`config.mk`:
```
export PLATFORM = sky130hd
export DESIGN_NAME = mem_port_unit
export DESIGN_NICKNAME = d
export VERILOG_FILES = /design/src/rtl/mem_port_unit.sv
export SDC_FILE = /design/constraint.sdc
export NUM_CORES = 1
export LEC_CHECK = 0
export CAP_MARGIN = 20
export CORE_ASPECT_RATIO = 0.6
export CORE_MARGIN = 1.5
export CORE_UTILIZATION = 30
export DETAILED_ROUTE_END_ITERATION = 7
export DONT_BUFFER_PORTS = 1
export SLEW_MARGIN = 20
export SYNTH_ARGS = -nofsm -noshare
export SYNTH_HDL_FRONTEND = slang
export SYNTH_SLANG_ARGS = --single-unit
```
`constraint.sdc`:
```
create_clock -name clk -period 4.3 [get_ports clk]
set_input_delay 0.645 -clock clk [delete_from_list [all_inputs] [get_ports clk]]
set_output_delay 0.645 -clock clk [all_outputs]
set_load 0.02 [all_outputs]
```
`src/rtl/mem_port_unit.sv`:
```
// Request/response memory port for the multicycle core: wait states, bus timeout,
// byte-lane steering, misalignment detection and load sign/zero extension.
//
// state | meaning
// IDLE  | ready for a core request; misaligned requests answer directly
// BUS   | bus request held stable until mem_ready or timeout
// RESP  | one-cycle response pulse, then back to IDLE
module mem_port_unit #(
    parameter int DATA_W  = 32,
    parameter int ADDR_W  = 32,
    parameter int TIMEOUT = 255
) (
    input  logic                clk,
    input  logic                reset,
    input  logic                req_valid,
    output logic                req_ready,
    input  logic                req_write,
    input  logic [1:0]          req_size,
    input  logic                req_unsigned,
    input  logic [ADDR_W-1:0]   req_addr,
    input  logic [DATA_W-1:0]   req_wdata,
    output logic                rsp_valid,
    output logic [DATA_W-1:0]   rsp_rdata,
    output logic [1:0]          rsp_err,
    output logic                mem_valid,
    input  logic                mem_ready,
    output logic                mem_we,
    output logic [ADDR_W-1:0]   mem_addr,
    output logic [DATA_W/8-1:0] mem_be,
    output logic [DATA_W-1:0]   mem_wdata,
    input  logic [DATA_W-1:0]   mem_rdata
);

    localparam int NB = DATA_W / 8;
    localparam int OW = $clog2(NB);
    localparam int CW = (TIMEOUT > 0) ? $clog2(TIMEOUT + 1) : 1;

    typedef enum logic [1:0] {
        S_IDLE,
        S_BUS,
        S_RESP
    } state_t;

    state_t        state;
    state_t        state_next;

    logic [OW-1:0] req_off;
    logic          misaligned;
    logic          bus_timeout;
    logic [CW-1:0] wait_cnt;

    logic          lat_write;
    logic [1:0]    lat_size;
    logic          lat_unsigned;
    logic [OW-1:0] lat_off;

    function automatic logic [NB-1:0] lane_mask(input logic [1:0] size, input logic [OW-1:0] off);
        logic [NB-1:0] m;
        case (size)
            2'd0:    m = NB'(1);
            2'd1:    m = NB'(3);
            2'd2:    m = NB'(15);
            default: m = '1;
        endcase
        return m << off;
    endfunction

    function automatic logic [DATA_W-1:0] lane_data(input logic [1:0] size, input logic [DATA_W-1:0] wdata);
        logic [DATA_W-1:0] d;
        case (size)
            2'd0:    d = {NB{wdata[7:0]}};
            2'd1:    d = {(NB/2){wdata[15:0]}};
            2'd2:    d = {(NB/4){wdata[31:0]}};
            default: d = wdata;
        endcase
        return d;
    endfunction

    // Keep the accessed bytes; the sign fill covers everything above them.
    function automatic logic [DATA_W-1:0] load_extend(input logic [DATA_W-1:0] sh,
                                                      input logic [1:0]        size,
                                                      input logic              uns);
        logic [DATA_W-1:0] keep;
        logic              fill;
        case (size)
            2'd0:    begin keep = DATA_W'(8'hFF);          fill = sh[7];  end
            2'd1:    begin keep = DATA_W'(16'hFFFF);       fill = sh[15]; end
            2'd2:    begin keep = DATA_W'(32'hFFFF_FFFF);  fill = sh[31]; end
            default: begin keep = '1;                      fill = 1'b0;   end
        endcase
        return (sh & keep) | ((!uns && fill) ? ~keep : '0);
    endfunction

    assign req_off   = req_addr[OW-1:0];
    assign req_ready = (state == S_IDLE) && !reset;

    always_comb begin
        misaligned = 1'b0;
        case (req_size)
            2'd1:    misaligned = req_off[0];
            2'd2:    misaligned = |req_off[1:0];
            2'd3:    misaligned = (DATA_W != 64) || (req_off != '0);
            default: misaligned = 1'b0;
        endcase
    end

    // wait_cnt counts down from TIMEOUT; terminal count on the last allowed BUS cycle.
    assign bus_timeout = (state == S_BUS) && !mem_ready && (TIMEOUT != 0) && (wait_cnt == '0);

    always_ff @(posedge clk) begin
        if (reset) begin
            state <= S_IDLE;
        end else begin
            state <= state_next;
        end
    end

    always_comb begin
        state_next = state;
        case (state)
            S_IDLE: begin
                if (req_valid && req_ready) begin
                    state_next = misaligned ? S_RESP : S_BUS;
                end
            end
            S_BUS: begin
                if (mem_ready || bus_timeout) begin
                    state_next = S_RESP;
                end
            end
            S_RESP:  state_next = S_IDLE;
            default: state_next = S_IDLE;
        endcase
    end

    always_ff @(posedge clk) begin
        if (reset) begin
            mem_valid    <= 1'b0;
            mem_we       <= 1'b0;
            mem_addr     <= '0;
            mem_be       <= '0;
            mem_wdata    <= '0;
            rsp_valid    <= 1'b0;
            rsp_rdata    <= '0;
            rsp_err      <= 2'b00;
            wait_cnt     <= '0;
            lat_write    <= 1'b0;
            lat_size     <= 2'd0;
            lat_unsigned <= 1'b0;
            lat_off      <= '0;
        end else begin
            rsp_valid <= 1'b0;
            rsp_rdata <= '0;
            rsp_err   <= 2'b00;
            case (state)
                S_IDLE: begin
                    if (req_valid && req_ready) begin
                        lat_write    <= req_write;
                        lat_size     <= req_size;
                        lat_unsigned <= req_unsigned;
                        lat_off      <= req_off;
                        if (misaligned) begin
                            rsp_valid <= 1'b1;
                            rsp_err   <= 2'b01;
                        end else begin
                            mem_valid <= 1'b1;
                            mem_we    <= req_write;
                            mem_addr  <= req_addr & ~ADDR_W'(NB - 1);
                            mem_be    <= lane_mask(req_size, req_off);
                            mem_wdata <= lane_data(req_size, req_wdata);
                            wait_cnt  <= CW'(TIMEOUT);
                        end
                    end
                end
                S_BUS: begin
                    if (mem_ready) begin
                        mem_valid <= 1'b0;
                        rsp_valid <= 1'b1;
                        rsp_rdata <= lat_write ? '0
                                   : load_extend(mem_rdata >> {lat_off, 3'b000}, lat_size, lat_unsigned);
                    end else if (bus_timeout) begin
                        mem_valid <= 1'b0;
                        rsp_valid <= 1'b1;
                        rsp_err   <= 2'b10;
                    end else if (wait_cnt != '0) begin
                        wait_cnt <= wait_cnt - 1'b1;
                    end
                end
                default: ;
            endcase
        end
    end

endmodule

```
==> flow_summary.json, run 1 <==
{
  "status": "finished, final reports clean",
  "cp-start-kind": "register",
  "p_seq_share_pct": 43.9,
  "post-route-period-util_pct": 60.97,
  "critPathTopFamily": "compound AO/OA/AOI/OAI gates",
  "overflow": 0,
  "syn_area_um2": 4922,
  "synthFlopType": "dfxtp_1",
  "cp_cell_sequence": "nor4b_4 > buf_4 > a21boi_4 > buf_4 > nor2_1 > a311oi_1",
  "pwr-share-clk_pct": 49.0,
  "die_w_um": 168.4,
  "grt_usage_pct": 16.00,
  "cts-htree-levels": 4,
  "relSlewSlack_pct": 31.62,
  "setup_violations": 0,
  "diodes": 0,
  "rows": 36,
  "drcViolationCount": 0,
  "hp-class": "input port to register",
  "cp.required_ns": 4.62,
  "p_int_mw": 2.052,
  "clkTransAtPathRegs_ns": 0.06,
  "post_dp_cell_area_um2": 5019,
  "gp_congestion": 0.8275,
  "coreArea_um2": 16130,
  "fin_crit_ns": 2.622,
  "cp_slowest_stage_delay_ns": 0.83,
  "async_flop_share_pct": 0,
  "grt_pass1_vias": 3880,
  "dp_hpwl_mm": 9.701,
  "swShare_pct": 25.62,
  "drt-initial-drc-count": 166,
  "fmax_mhz": 381.4,
  "worst_pin_slew_ns": 1.023,
  "hold_viol": 0,
  "worstRegToRegCells": 6,
  "synth_top_area_share_pct": 48.40,
  "hold-path-cell-count": 1,
  "crit_path_end_kind": "register",
  "insertion_delay_ns": 0.41,
  "fill_cells": 1668,
  "power-per-cell-area_nw_per_um2": 492.5,
  "postCtsSetupRepairBufs": 0,
  "seq_area_frac_synth_pct": 48.40,
  "io_pins": 210,
  "fin_skew_ns": 0.009597,
  "worst-path-max-fanout": 42,
  "postSynthCellCount": 573,
  "synth_edf_count": 0,
  "report.final.slew_viol_count": 0,
  "areaGrowthSynthToFinish_pct": 13.80,
  "clock-root-buffer": "clkbuf_16",
  "synth_top_area_cell": "dfxtp_1",
  "rsz0062_at_grt": "false",
  "initial_utilization_pct": 30.52,
  "postSynthAreaPerCell_um2": 8.590,
  "cp.arrival_ns": 2.94,
  "cts_sinks": 119,
  "cts_buffers": 17,
  "yosysUniqueCellTypes": 49,
  "utilization_pct": 34.74,
  "power.total_mw": 2.759,
  "hold_start": "reset",
  "drive_above_1_share_pct": 7.788,
  "setup-tns-final_ns": 0,
  "ir_drop_mv": 0.2510,
  "min_to": "wait_cnt[6]",
  "die_h_um": 102.2,
  "numPortBuffers": 0,
  "nets": 657,
  "power_leakage_nw": 2.005,
  "p_sw_mw": 0.7066,
  "dp_cells": 742,
  "synthTopCellsByArea": "dfxtp_1 48%, nand2_1 8.9%, mux2i_1 6.9%, a21oi_1 6.6%, a211oi_1 3.4%",
  "vias": 4061,
  "yosysWarnings": 0,
  "final_area_um2": 5602,
  "cp_slowest_cell": "a21boi_4",
  "cts_tree": "yes",
  "reg2reg_to": "mem_wdata[15]",
  "critPathBufInv": 2,
  "fin_cells": 774,
  "path_common_cell": "buf_4",
  "grt_max_degree": 90,
  "cts_hold_buf": 0,
  "r2r-start": "state[1]",
  "critical_path_class": "register to register",
  "detail_route.vias_per_cell": 5.247,
  "dieArea_um2": 17210,
  "cts_buffer_depth": 2,
  "combPwrFrac_pct": 7.0,
  "drt-total-wl_mm": 13.82,
  "cap_viol_max_count": 0,
  "post_cts_resize_count": 0,
  "routedWlPerCell_um": 17.86,
  "dr.pass1.iters": 5,
  "postRouteAntennaNets": 0,
  "grt_pass1_wl_mm": 20.98,
  "antenna_found_initial": 0,
  "ys_ff_latch": 119,
  "rrSetupSlack_ns": 1.68
}
==> flip-flops by register name (all words and copies together) (netlist names) <==
register / flops
mem_wdata: 32
wait_cnt: 8
mem_addr: 30
state: 2
mem_be: 4
rsp_err: 2
rsp_valid: 1
lat_write: 1
lat_off: 2
lat_unsigned: 1
rsp_rdata: 32
mem_valid: 1
lat_size: 2
mem_we: 1
==> layout make-up <==
cell class | instances | area [um^2] | share of cell area (%)
inverter | 4 | 15.01 | 0.2680
clock buffer | 19 | 452.9 | 8.086
clock inverter | 13 | 123.9 | 2.211
multi-input combinational | 405 | 2328 | 41.57
sequential | 119 | 2382 | 42.53
timing repair buffer | 5 | 37.54 | 0.6701
tap | 209 | 261.5 | 4.668
==> stage by stage <==
| stage | hold slack, ns | worst slack, ns |
|---|---|---|
| 5_1_grt | 0.2895 | 1.444 |
| 3_5_place_dp | 0.4686 | 1.453 |
| 2_1_floorplan | 0.4497 | 1.984 |
| 6_report | 0.3210 | 1.678 |
| 3_3_place_gp | 0.4740 | 1.543 |
| 4_1_cts | 0.3023 | 1.656 |
==> cell usage after synthesis, types with 2 or more instances <==
cell type    n
nor4_1       4
a21o_1       9
mux2i_1     34
nand2b_1     8
a211oi_1    22
clkbuf_1    28
and2_1       7
nor2b_1     10
a311oi_1     9
a31oi_1      3
nand4b_1     4
or3b_2       2
a21oi_1     65
o21ai_0     32
buf_4        7
nand3_1      2
buf_2        6
o211ai_1    10
inv_1        3
nand2_1    117
or3_1        2
nor3_1       4
buf_1        4
and3_1       2
nand3b_1     2
nor2_1      36
dfxtp_1    119
==> worst reg2reg max path, stage by stage, from the launching register on <==
cell and delay, ns:
dfxtp_1 0.40, nor4b_4 0.29, buf_4 0.23, a21boi_4 0.83, buf_4 0.45, nor2_1 0.08
a311oi_1 0.26
==> power groups by stage <==
stage	logic (mW)	registers, mW	clock network [mW]
4_1_cts	0.194	1.21	1.39
2_1_floorplan	0.182	1.22	0
3_3_place_gp	0.186	1.24	0
3_5_place_dp	0.194	1.24	0
5_1_grt	0.219	1.22	1.44
6_report	0.194	1.21	1.35
==> worst max-delay path by stage <==
stage / startpoint / slack [ns] / cells after the start / end
3_5_place_dp: reset / 1.45 / 6 / mem_wdata[15]
5_1_grt: state[1] / 1.44 / 6 / mem_wdata[8]
3_3_place_gp: reset / 1.54 / 6 / mem_wdata[15]
4_1_cts: state[1] / 1.66 / 6 / mem_wdata[15]
6_report: state[1] / 1.68 / 6 / mem_wdata[15]
2_1_floorplan: reset / 1.98 / 4 / req_ready
==> cell families (layout without fill, tap and decap cells) <==
family,count (synthesis),after routing,share of synthesized area (%)
other cells,1,2,0.07619
flops,119,119,48.40
fa+ha+maj,1,1,0.2542
simple gates,207,207,19.32
xor+xnor,1,1,0.1780
mux,35,35,7.372
buf+inv,50,41,4.652
compound gates,159,159,19.75
==> layout by cell type, fill, tap and decap left out, types with 2 or more instances in the layout <==
cell and instances:
a211oi_1 22, or3b_2 2, nand3b_1 2, a21o_1 9
o21ai_0 32, nor2_1 36, nand2_1 117, a31oi_1 3
clkinvlp_4 3, clkbuf_16 17, and3_1 2, dfxtp_1 119
nor3_1 4, mux2i_1 34, conb_1 2, a21oi_1 65
and2_1 7, clkbuf_8 2, nand4b_1 4, o211ai_1 10
nor4_1 4, clkinv_2 2, a311oi_1 9, nand2b_1 8
buf_4 5, inv_1 3, or3_1 2, nor2b_1 10
nand3_1 2, clkinv_4 6
==> metal layers <==
metal  up-vias  routed length, um  GRT usage [%]  share of wire [%]
met3        14               1703          9.218                 12
met4         0                179          6.319                1.3
met5         -                  0              0                  0
met1      1900               5839          17.99                 42
li1       1955                  -              -                  -
met2       192               6099          25.28                 44
Power figures use the tool's default switching activity.
==> run 2, diff against run 1 <==
clock period = 2.7 ns   (was 4.3 ns; I/O delays follow)
==> run 2 against run 1 <==
Flip-flop and latch count stayed put. Global-route usage fell by 0.21 points. Sequential power increased by 60%. Combinational power increased by 58%. Clock skew increased by 0.0013 ns. Register-to-register slack worse by 1.2 ns. Clock power up 67%. Critical path type unchanged. Critical endpoint is now rsp_rdata[27]. Highest routed layer unchanged.
==> flow_summary.json, run 2 (same netlist as run 1, synthesis figures left out) <==
{
  "status": "finished, final reports clean",
  "power_leakage_nw": 2.013,
  "fmax_mhz": 458.8,
  "cts_buffer_depth": 2,
  "grt_pass1_vias": 3825,
  "cts_tree": "yes",
  "drive_above_1_share_pct": 7.282,
  "cts-htree-levels": 4,
  "drt-total-wl_mm": 13.78,
  "crit_path_end_kind": "register",
  "insertion_delay_ns": 0.41,
  "numPortBuffers": 0,
  "rows": 36,
  "multi_input_area_um2": 2322,
  "io_pins": 210,
  "cp-start-kind": "register",
  "rsz0062_at_grt": "false",
  "grt_usage_pct": 15.79,
  "antenna_found_initial": 2,
  "setup_violations": 0,
  "coreArea_um2": 16130,
  "post-route-period-util_pct": 80.73,
  "clock-root-buffer": "clkbuf_16",
  "grt_pass1_wl_mm": 20.76,
  "power-per-cell-area_nw_per_um2": 799.3,
  "cts_buffers": 17,
  "postCtsSetupRepairBufs": 0,
  "setup-tns-final_ns": 0,
  "cap_viol_max_count": 0,
  "critical_path_class": "register to register",
  "cp.required_ns": 3.05,
  "grt_max_degree": 90,
  "final_cell_mix": "119 x dfxtp_1, 117 x nand2_1, 65 x a21oi_1, 36 x nor2_1, 34 x mux2i_1",
  "grt_util_met1_pct": 18.17,
  "dr.pass1.iters": 7,
  "relSlewSlack_pct": 53.16,
  "fin_cells": 773,
  "top_usage_layer": "met2",
  "hold_viol": 0,
  "gp_congestion": 0.8116,
  "met3_usage_pct": 8.753,
  "mostFrequentLayoutCell": "dfxtp_1",
  "fin_crit_ns": 2.180,
  "dp_hpwl_mm": 9.623,
  "post_cts_resize_count": 0,
  "cts_hold_buf": 0,
  "dieArea_um2": 17210,
  "nets": 658,
  "worst_pin_slew_ns": 0.6972,
  "clkTransAtPathRegs_ns": 0.05,
  "fill_cells": 1642,
  "detail_route.vias_per_cell": 5.307,
  "dp_cells": 743,
  "die_h_um": 102.2,
  "ir_drop_mv": 0.3438,
  "vias": 4102,
  "fin_skew_ns": 0.01089,
  "overflow": 0,
  "seq_area_um2": 2382,
  "report.final.slew_viol_count": 0,
  "reg_top3": "mem_wdata (32), rsp_rdata (32), mem_addr (30)",
  "routedWlPerCell_um": 17.82,
  "die_w_um": 168.4,
  "hp-class": "input port to register",
  "areaGrowthSynthToFinish_pct": 14.29,
  "drt-initial-drc-count": 246,
  "initial_utilization_pct": 30.52,
  "postRouteAntennaNets": 0,
  "drcViolationCount": 0,
  "cp.arrival_ns": 2.53,
  "grt_use_met2_pct": 24.64,
  "worst-path-max-fanout": 10,
  "cts_sinks": 119
}
## run 2: cell count changes in the layout (fill, tap and decap cells not counted), sizes merged
cell / change
clkinv: -5
buf: +1
inv: -1
diode: +1
clkbuf: +1
bufinv: +2
## run 2: cell type report
cell class / count / area share [%]
clock buffer: 20 / 8.118
clock inverter: 9 / 2.269
multi-input combinational: 405 / 41.28
timing repair buffer: 6 / 1.023
inverter: 4 / 0.2669
tap: 209 / 4.649
sequential: 119 / 42.35
antenna: 1 / 0.04448
## run 2: critical path, stage by stage, from the launching register on
cell and delay, ns:
dfxtp_1 0.48, nor4b_1 0.52, nand4b_1 0.41, nor2_1 0.52, a21o_1 0.19
## run 2: through the flow
stage	cell area [um^2]	power [mW]	util [%]	hold slack (ns)	setup slack [ns]
floorplan	4926	2.239	-	0.4497	0.8561
global placement	5039	2.266	31.25	0.4838	0.7498
detailed placement	5039	2.277	31.25	0.4820	0.5802
CTS	5623	4.554	34.87	0.07073	0.5430
global route	5625	4.674	34.89	0.04427	0.3022
finish	5625	4.496	34.89	0.06374	0.5202
## run 2: metal layers
layer,share of wire [%],wire (um)
met1,42,5767
met2,44,6080
met3,12,1707
met4,1.6,221
met5,0,0
## run 2: final timing paths
path	startpoint	to	slack (ns)	cells past startpoint
setup / recovery	state[0]	rsp_rdata[27]	0.52	4
hold / removal	reset	wait_cnt[5]	0.06	1
setup reg to reg	state[0]	rsp_rdata[27]	0.52	4
hold reg to reg	lat_write	lat_write	0.48	2
## run 2: power by group
group | switching [mW] | internal (mW) | total [mW]
combinational | 0.178 | 0.128 | 0.306
sequential | 0.112 | 1.82 | 1.93
clock | 0.778 | 1.48 | 2.26
==> run 3, diff against run 2 <==
clock period = 2 ns   (was 2.7 ns; I/O delays follow)
==> run 3 against run 2 <==
Setup slack lost 0.38 ns. First-iteration DRC count shrank 28%. Final area grew 5.5%. Clock skew shrank 0.0037 ns. Largest cell class unchanged.
==> flow_summary.json, run 3 (same netlist as run 1, synthesis figures left out) <==
{
  "status": "finished, final reports clean",
  "nets": 689,
  "ir_drop_mv": 0.5225,
  "setup-tns-final_ns": 0,
  "rrSetupSlack_ns": 0.14,
  "power-per-cell-area_nw_per_um2": 1021,
  "drive_above_1_share_pct": 8.710,
  "cts_sinks": 119,
  "cts_buffer_depth": 2,
  "cap_viol_max_count": 0,
  "cp.required_ns": 2.31,
  "vias": 4178,
  "hold_viol": 0,
  "dr.pass1.iters": 4,
  "postRouteAntennaNets": 0,
  "fin_skew_ns": 0.007157,
  "r2r-start": "lat_off[0]",
  "cp-start-kind": "register",
  "overflow": 0,
  "holdWs_ns": 0.01840,
  "cts-htree-levels": 4,
  "diodes": 0,
  "reg_top3": "mem_wdata (32), rsp_rdata (32), mem_addr (30)",
  "setup_violations": 0,
  "grt_pass1_wl_mm": 21.49,
  "report.final.slew_viol_count": 0,
  "drt-total-wl_mm": 14.36,
  "gp_congestion": 0.8250,
  "fmax_mhz": 538.8,
  "detail_route.vias_per_cell": 5.184,
  "fin_crit_ns": 1.856,
  "initial_utilization_pct": 30.52,
  "clkTransAtPathRegs_ns": 0.06,
  "numPortBuffers": 0,
  "mostFrequentLayoutCell": "dfxtp_1",
  "rows": 36,
  "dieArea_um2": 17210,
  "insertion_delay_ns": 0.41,
  "die_w_um": 168.4,
  "routedWlPerCell_um": 17.82,
  "relSlewSlack_pct": 57.37,
  "crit_path_end_kind": "register",
  "drcViolationCount": 0,
  "cp.arrival_ns": 2.16,
  "post-route-period-util_pct": 92.80,
  "worst-path-max-fanout": 7,
  "startpoint": "lat_off[0]",
  "grt_pass1_vias": 3939,
  "grt_max_degree": 79,
  "power.total_mw": 6.059,
  "critical_path_class": "register to register",
  "grt_usage_pct": 16.38,
  "clock-root-buffer": "clkbuf_16",
  "hold_start": "req_addr[28]",
  "io_pins": 210,
  "cts_buffers": 17,
  "drt-initial-drc-count": 178,
  "die_h_um": 102.2,
  "fin_cells": 806,
  "worst_pin_slew_ns": 0.6395,
  "antenna_found_initial": 0,
  "areaGrowthSynthToFinish_pct": 20.59,
  "dp_hpwl_mm": 9.639,
  "final_cell_mix": "119 x dfxtp_1, 117 x nand2_1, 65 x a21oi_1, 35 x nor2_1, 34 x mux2i_1",
  "dp_cells": 748,
  "hp-class": "input port to register",
  "rsz0062_at_grt": "false",
  "cts_tree": "yes",
  "power_leakage_nw": 2.152,
  "coreArea_um2": 16130
}
[run 3: changes by cell type in the layout (fill, tap and decap cells not counted), sizes merged]
cell         before  now
diode             1    0
bufinv            3    1
dlygate4sd3       0   24
inv               3    6
clkinv            4    6
buf               6   13
[run 3: path summary, 6_finish.rpt]
| path | end | cells past startpoint |
|---|---|---|
| worst min-delay path | mem_addr[28] | 2 |
| worst max register to register | rsp_rdata[28] | 4 |
| worst max-delay path | rsp_rdata[28] | 4 |
| worst min register to register | lat_unsigned | 2 |
[run 3: worst max-delay path, cell delays in order, from the launching register on]
cell and delay (ns):
dfxtp_1 0.35, mux4_2 0.54, or3_1 0.38, and4b_1 0.29
a21o_1 0.19
[run 3: per-stage QoR]
| stage | cell area (um^2) | setup WS [ns] | utilization [%] |
|---|---|---|---|
| floorplan | 4926 | 0.1561 | - |
| global placement | 5076 | 0.1453 | 31.48 |
| detailed placement | 5076 | 0.06915 | 31.48 |
| CTS | 5919 | 0.05895 | 36.71 |
| global route | 5936 | 0.008410 | 36.81 |
| finish | 5936 | 0.1440 | 36.81 |
[run 3: report_power, final]
part	switching [mW]	leakage, nW	internal [mW]
registers	0.146	0.966	2.46
clock network	1.17	0.274	1.79
logic	0.280	0.912	0.215
[run 3: layout make-up]
| type | instances | area [um^2] |
|---|---|---|
| Timing Repair Buffer | 37 | 370.4 |
| Clock inverter | 12 | 118.9 |
| Clock buffer | 20 | 456.7 |
| Inverter | 4 | 15.01 |
| Fill cell | 1608 | 10190 |
| Tap cell | 209 | 261.5 |
| Multi-Input combinational cell | 405 | 2331 |
| Sequential cell | 119 | 2382 |
[run 3: what timing repair did]
item / 4_1_cts / 5_1_grt
gates resized for setup: 0 / 2
hold endpoints to repair: 90 / 0
buffers inserted: 0 / 1
setup endpoints to repair: 0 / 63
hold buffers: 25 / 0
[run 3: layer usage]
layer	part of all wire [%]	wire length, um	GRT usage (%)
met5	0	0	0
met3	11	1573	8.249
met4	1.8	257	6.525
met2	44	6305	25.15
met1	43	6228	19.69
